<file path="src/rtl/wb_arbiter.sv">
// Two-master Wishbone pipelined arbiter with per-grant outstanding-request
// tracking and a stuck-slave watchdog.
//   clk, reset        : clock, asynchronous active-low reset
//   i_m0_* / o_m0_*   : master 0 (data port) request / response
//   i_m1_* / o_m1_*   : master 1 (fetch port) request / response
//   o_s_* / i_s_*     : shared slave port
// The slave-side request and per-master ack/stall are combinational views of
// the owning master; err is a registered one-cycle pulse on watchdog abort.
module wb_arbiter #(
    parameter int unsigned TIMEOUT = 255
) (
    input  logic        clk,
    input  logic        reset,
    input  logic        i_m0_cyc,
    input  logic        i_m0_stb,
    input  logic        i_m0_we,
    input  logic [3:0]  i_m0_sel,
    input  logic [29:0] i_m0_addr,
    input  logic [31:0] i_m0_data,
    output logic        o_m0_ack,
    output logic        o_m0_stall,
    output logic        o_m0_err,
    output logic [31:0] o_m0_data,
    input  logic        i_m1_cyc,
    input  logic        i_m1_stb,
    input  logic        i_m1_we,
    input  logic [3:0]  i_m1_sel,
    input  logic [29:0] i_m1_addr,
    input  logic [31:0] i_m1_data,
    output logic        o_m1_ack,
    output logic        o_m1_stall,
    output logic        o_m1_err,
    output logic [31:0] o_m1_data,
    output logic        o_s_cyc,
    output logic        o_s_stb,
    output logic        o_s_we,
    output logic [3:0]  o_s_sel,
    output logic [29:0] o_s_addr,
    output logic [31:0] o_s_data,
    input  logic        i_s_ack,
    input  logic        i_s_stall,
    input  logic [31:0] i_s_data
);

    localparam int unsigned CNT_W  = 3;
    localparam int unsigned WD_RAW = $clog2(TIMEOUT + 1);
    localparam int unsigned WD_W   = (WD_RAW > 8) ? WD_RAW : 8;
    localparam logic [CNT_W-1:0] CNT_MAX = '1;

    typedef enum logic [1:0] {IDLE, OWN0, OWN1, ABORT} state_t;

    state_t            state;
    logic              last;
    logic [CNT_W-1:0]  cnt;
    logic [WD_W-1:0]   wd;
    logic              m0_err_q;
    logic              m1_err_q;

    logic own_c;
    logic own_cyc_c;
    logic cnt_full_c;
    logic accept_c;
    logic dec_c;
    logic wd_run_c;
    logic timeout_c;

    // Qualifiers for the current owner
    assign own_c      = (state == OWN0) || (state == OWN1);
    assign own_cyc_c  = (state == OWN0) ? i_m0_cyc : ((state == OWN1) ? i_m1_cyc : 1'b0);
    assign cnt_full_c = (cnt == CNT_MAX);
    assign accept_c   = o_s_stb && !i_s_stall;
    assign dec_c      = own_c && i_s_ack && (cnt != '0);
    assign wd_run_c   = own_c && (cnt != '0) && !i_s_ack;
    // Fire on the cycle that would bring the watchdog to TIMEOUT
    assign timeout_c  = wd_run_c && (wd == WD_W'(TIMEOUT - 1));

    // Slave request mux and per-master ack/stall
    always_comb begin
        o_s_cyc    = 1'b0;
        o_s_stb    = 1'b0;
        o_s_we     = 1'b0;
        o_s_sel    = '0;
        o_s_addr   = '0;
        o_s_data   = '0;
        o_m0_ack   = 1'b0;
        o_m1_ack   = 1'b0;
        o_m0_stall = 1'b1;
        o_m1_stall = 1'b1;
        case (state)
            OWN0: begin
                o_s_cyc    = i_m0_cyc;
                o_s_stb    = i_m0_stb && !cnt_full_c;
                o_s_we     = i_m0_we;
                o_s_sel    = i_m0_sel;
                o_s_addr   = i_m0_addr;
                o_s_data   = i_m0_data;
                o_m0_stall = i_s_stall || cnt_full_c;
                o_m0_ack   = i_s_ack;
            end
            OWN1: begin
                o_s_cyc    = i_m1_cyc;
                o_s_stb    = i_m1_stb && !cnt_full_c;
                o_s_we     = i_m1_we;
                o_s_sel    = i_m1_sel;
                o_s_addr   = i_m1_addr;
                o_s_data   = i_m1_data;
                o_m1_stall = i_s_stall || cnt_full_c;
                o_m1_ack   = i_s_ack;
            end
            default: ;
        endcase
    end

    assign o_m0_err  = m0_err_q;
    assign o_m1_err  = m1_err_q;
    assign o_m0_data = i_s_data;
    assign o_m1_data = i_s_data;

    // Arbitration FSM, outstanding counter and watchdog.
    // last is written at grant time, so ABORT knows which master to wait on.
    always_ff @(posedge clk or negedge reset) begin
        if (!reset) begin
            state    <= IDLE;
            last     <= 1'b1;
            cnt      <= '0;
            wd       <= '0;
            m0_err_q <= 1'b0;
            m1_err_q <= 1'b0;
        end else begin
            m0_err_q <= 1'b0;
            m1_err_q <= 1'b0;
            case (state)
                IDLE: begin
                    cnt <= '0;
                    wd  <= '0;
                    if (i_m0_cyc && (!i_m1_cyc || last)) begin
                        state <= OWN0;
                        last  <= 1'b0;
                    end else if (i_m1_cyc) begin
                        state <= OWN1;
                        last  <= 1'b1;
                    end
                end
                OWN0, OWN1: begin
                    if (!own_cyc_c) begin
                        state <= IDLE;
                        cnt   <= '0;
                        wd    <= '0;
                    end else if (timeout_c) begin
                        state <= ABORT;
                        cnt   <= '0;
                        wd    <= '0;
                        if (state == OWN0) m0_err_q <= 1'b1;
                        else               m1_err_q <= 1'b1;
                    end else begin
                        if (accept_c && !dec_c)      cnt <= cnt + CNT_W'(1);
                        else if (dec_c && !accept_c) cnt <= cnt - CNT_W'(1);
                        wd <= wd_run_c ? (wd + WD_W'(1)) : '0;
                    end
                end
                ABORT: begin
                    cnt <= '0;
                    wd  <= '0;
                    if (!(last ? i_m1_cyc : i_m0_cyc)) state <= IDLE;
                end
                default: state <= IDLE;
            endcase
        end
    end

endmodule

</file>
<file path="config.mk">
export PLATFORM = sky130hd
export DESIGN_NAME = wb_arbiter
export DESIGN_NICKNAME = d
export VERILOG_FILES = /design/src/rtl/wb_arbiter.sv
export SDC_FILE = /design/constraint.sdc
export NUM_CORES = 1
export LEC_CHECK = 0
export ABC_CLOCK_PERIOD_IN_PS = 4070
export CAP_MARGIN = 20
export CORE_AREA = 3 3 119 121
export DETAILED_ROUTE_END_ITERATION = 6
export DIE_AREA = 0 0 122 124
export GPL_TIMING_DRIVEN = 0
export SLEW_MARGIN = 20
export SYNTH_ARGS = -nofsm -noshare
export SYNTH_HDL_FRONTEND = slang
export SYNTH_SLANG_ARGS = --single-unit
</file>
<file path="constraint.sdc">
create_clock -name clk -period 4.07 [get_ports clk]
set_input_delay 0.814 -clock clk [delete_from_list [all_inputs] [get_ports clk]]
set_output_delay 0.814 -clock clk [all_outputs]
set_load 0.01 [all_outputs]
</file>
==> flow_metrics.env <==
export IMPL_outcome="finished, final reports clean"
export IMPL_clock_sinks=16
export IMPL_die_w_um=122
export IMPL_antenna_found_initial=0
export IMPL_n_antenna_cell=0
export IMPL_grtUsageMet3_pct=9.54
export IMPL_core_um2=13200
export IMPL_ys_flop_type="dfrtp_1"
export IMPL_final_cell_count_no_fill=709
export IMPL_setup_worst_path_start="state[1]"
export IMPL_grt_pass1_vias=3008
export IMPL_viasPerCell=4.16
export IMPL_synth_area_per_cell_um2=8.53
export IMPL_p_per_area_nw_per_um2=407
export IMPL_cp_start_kind="register"
export IMPL_first_pass_iters=4
export IMPL_critPathMaxFanout=10
export IMPL_setup_slack_ns=0.267
export IMPL_synth_edff_count=0
export IMPL_async_reset_ff_share_pct=100
export IMPL_end_kind="primary output"
export IMPL_synthCells=250
export IMPL_initial_core_util_pct=16.2
export IMPL_grt_overflow=0
export IMPL_placedCellCount=706
export IMPL_drive_gt1_share_pct=17.1
export IMPL_critPathRequiredTime_ns=3.26
export IMPL_cts_tree="done"
export IMPL_grt_max_degree=17
export IMPL_hold_viol_final=0
export IMPL_clkTransAtPathRegs_ns=0.05
export IMPL_root_buffer="clkbuf_16"
export IMPL_peakVddDrop_mv=0.210
export IMPL_pre_cts_ws_ns=0.301
export IMPL_fin_nets=717
export IMPL_tightest_slew_ns=0.733
export IMPL_rsz0062_at_grt="no"
export IMPL_layout_commonest_cell="clkdlybuf4s50_1"
export IMPL_synth_seq_area_share_pct=18.8
export IMPL_final_area_um2=5250
export IMPL_r2r_start="state[0]"
export IMPL_finalSetupViolCount=0
export IMPL_post_drt_wl_per_cell_um=18.8
export IMPL_cts_buffers=3
export IMPL_grt_total_usage_pct=15.4
export IMPL_dp_final_hpwl_um=11600
export IMPL_max_freq_mhz=263
export IMPL_synth_seq_cells=16
export IMPL_place_port_buffers=280
export IMPL_max_slew_margin_pct=51.0
export IMPL_arrival_ns=2.99
export IMPL_synth_area_leaders="a22o_1 27%, buf_4 23%, dfrtp_1 18%, ha_1 4.7%, nor2_2 2.3%"
export IMPL_cap_violations=0
export IMPL_syn_area_um2=2130
export IMPL_use_met2_pct=24.4
export IMPL_drcViolationCount=0
export IMPL_fin_setup_tns_ns=0
export IMPL_drtIter0Drc=97
export IMPL_fin_crit_ns=3.80
export IMPL_gp_congestion=0.812
export IMPL_power_leakage_nw=2.13
export IMPL_ant_nets=0
export IMPL_fin_util_pct=39.8
export IMPL_grtUsageMet1_pct=18.4
export IMPL_route_vias_total=2947
export IMPL_yosysTopAreaCell="a22o_1"
export IMPL_dieArea_um2=15100
export IMPL_fin_crit_sh_pct=93.4
export IMPL_worstSetupPathType="register to primary output"
export IMPL_clk_latency_ns=0.25
export IMPL_syn_nets=433
export IMPL_ctsLongestPathBuffers=2
export IMPL_die_y_um=124
export IMPL_htreeDepth=1
export IMPL_placementRows=42
export IMPL_final_cell_mix="280 x clkdlybuf4s50_1, 66 x buf_4, 66 x a22o_1"
export IMPL_holdCritPathClass="register to register"
export IMPL_grt_pass1_wl_um=17500
export IMPL_wirelength_um=13300
export IMPL_yosysUniqueCellTypes=34
export IMPL_slew_viol_final=0
export IMPL_area_growth_pct=146
export IMPL_n_fill_cell=1328
export IMPL_hp_start="last"
export IMPL_skew_ns=0.00421
export IMPL_ios=313
export IMPL_grt_most_used_layer="met2"
export IMPL_synth_top_area_share_pct=27.1
export IMPL_yosys_warnings=0
export IMPL_dpl_instance_area_um2=5150
worst max-delay path: stages (launching register included):
cell and delay [ns]:
dfrtp_1 0.40, inv_1 0.10, ha_1 0.47, and2_1 0.27, clkbuf_2 0.28, clkbuf_1 0.42, a22o_1 0.20, clkdlybuf4s50_1 0.60
metrics by stage:
stage	hold slack [ns]	power (mW)
final	0.521	2.14
after floorplan	0.465	0.950
after CTS	0.514	2.16
after detailed placement	0.504	1.92
after global routing	0.531	2.28
after global placement	0.474	1.92
worst paths after layout:
check	endpoint	slack [ns]	cells past startpoint
min in group asynchronous	wd[5]	1.01	1
worst max register to register	cnt[2]	1.63	11
worst min register to register	last	0.52	2
worst max-delay path	o_s_data[3]	0.27	7
max in group asynchronous	cnt[0]	2.60	1
worst min-delay path	last	0.52	2
report_power, final:
group	switching [mW]	internal, mW
registers	0.0182	0.180
logic	0.777	0.950
clock network	0.0625	0.149
kinds of logic after synthesis:
group,Yosys count,synth area share (%)
compound gates,77,30.9
xor+xnor,9,3.70
buf+inv,87,27.0
fa+ha+maj,9,5.63
simple gates,48,11.9
mux,4,2.05
flops,16,18.8
timing repair:
item	in CTS	in global routing
resized for setup	0	8
hold buffers	0	0
endpoints found under the setup margin	0	37
buffers inserted	0	0
cells in the mapped netlist (2+ instances only):
cell and count:
a22o_1 66, buf_4 66, dfrtp_1 15, clkbuf_1 13, nor2_1 10, ha_1 8, nor2_2 8, inv_1 7
nand2_1 7, nand3_1 5, xnor2_1 5, and2_1 4, xor2_1 4, a22oi_1 3, and3_1 3, mux2_2 3
o21ai_0 3, nor2b_1 2, nor3_1 2, or2_2 2
per-layer routing:
layer | share of wire (%) | vias to the layer above
li1 | - | 1411
met1 | 38 | 1333
met2 | 45 | 199
met3 | 16 | 4
met4 | 0.46 | 0
met5 | 0 | -
state kept, by name, indices dropped and copies added, names as in the netlist:
name and count:
cnt 3, last 1, o_m0_err 1, o_m1_err 1
state 2, wd 8
cell type report:
cell class | instances | area [um^2] | share of cell area (%)
Multi-Input combinational cell | 147 | 1150 | 22.0
Inverter | 7 | 26.3 | 0.501
Timing Repair Buffer | 280 | 2800 | 53.4
Buffer | 79 | 551 | 10.5
Clock buffer | 4 | 88.8 | 1.69
Tap cell | 176 | 220 | 4.20
Sequential cell | 16 | 402 | 7.66
(Power assumes the default switching activity.)
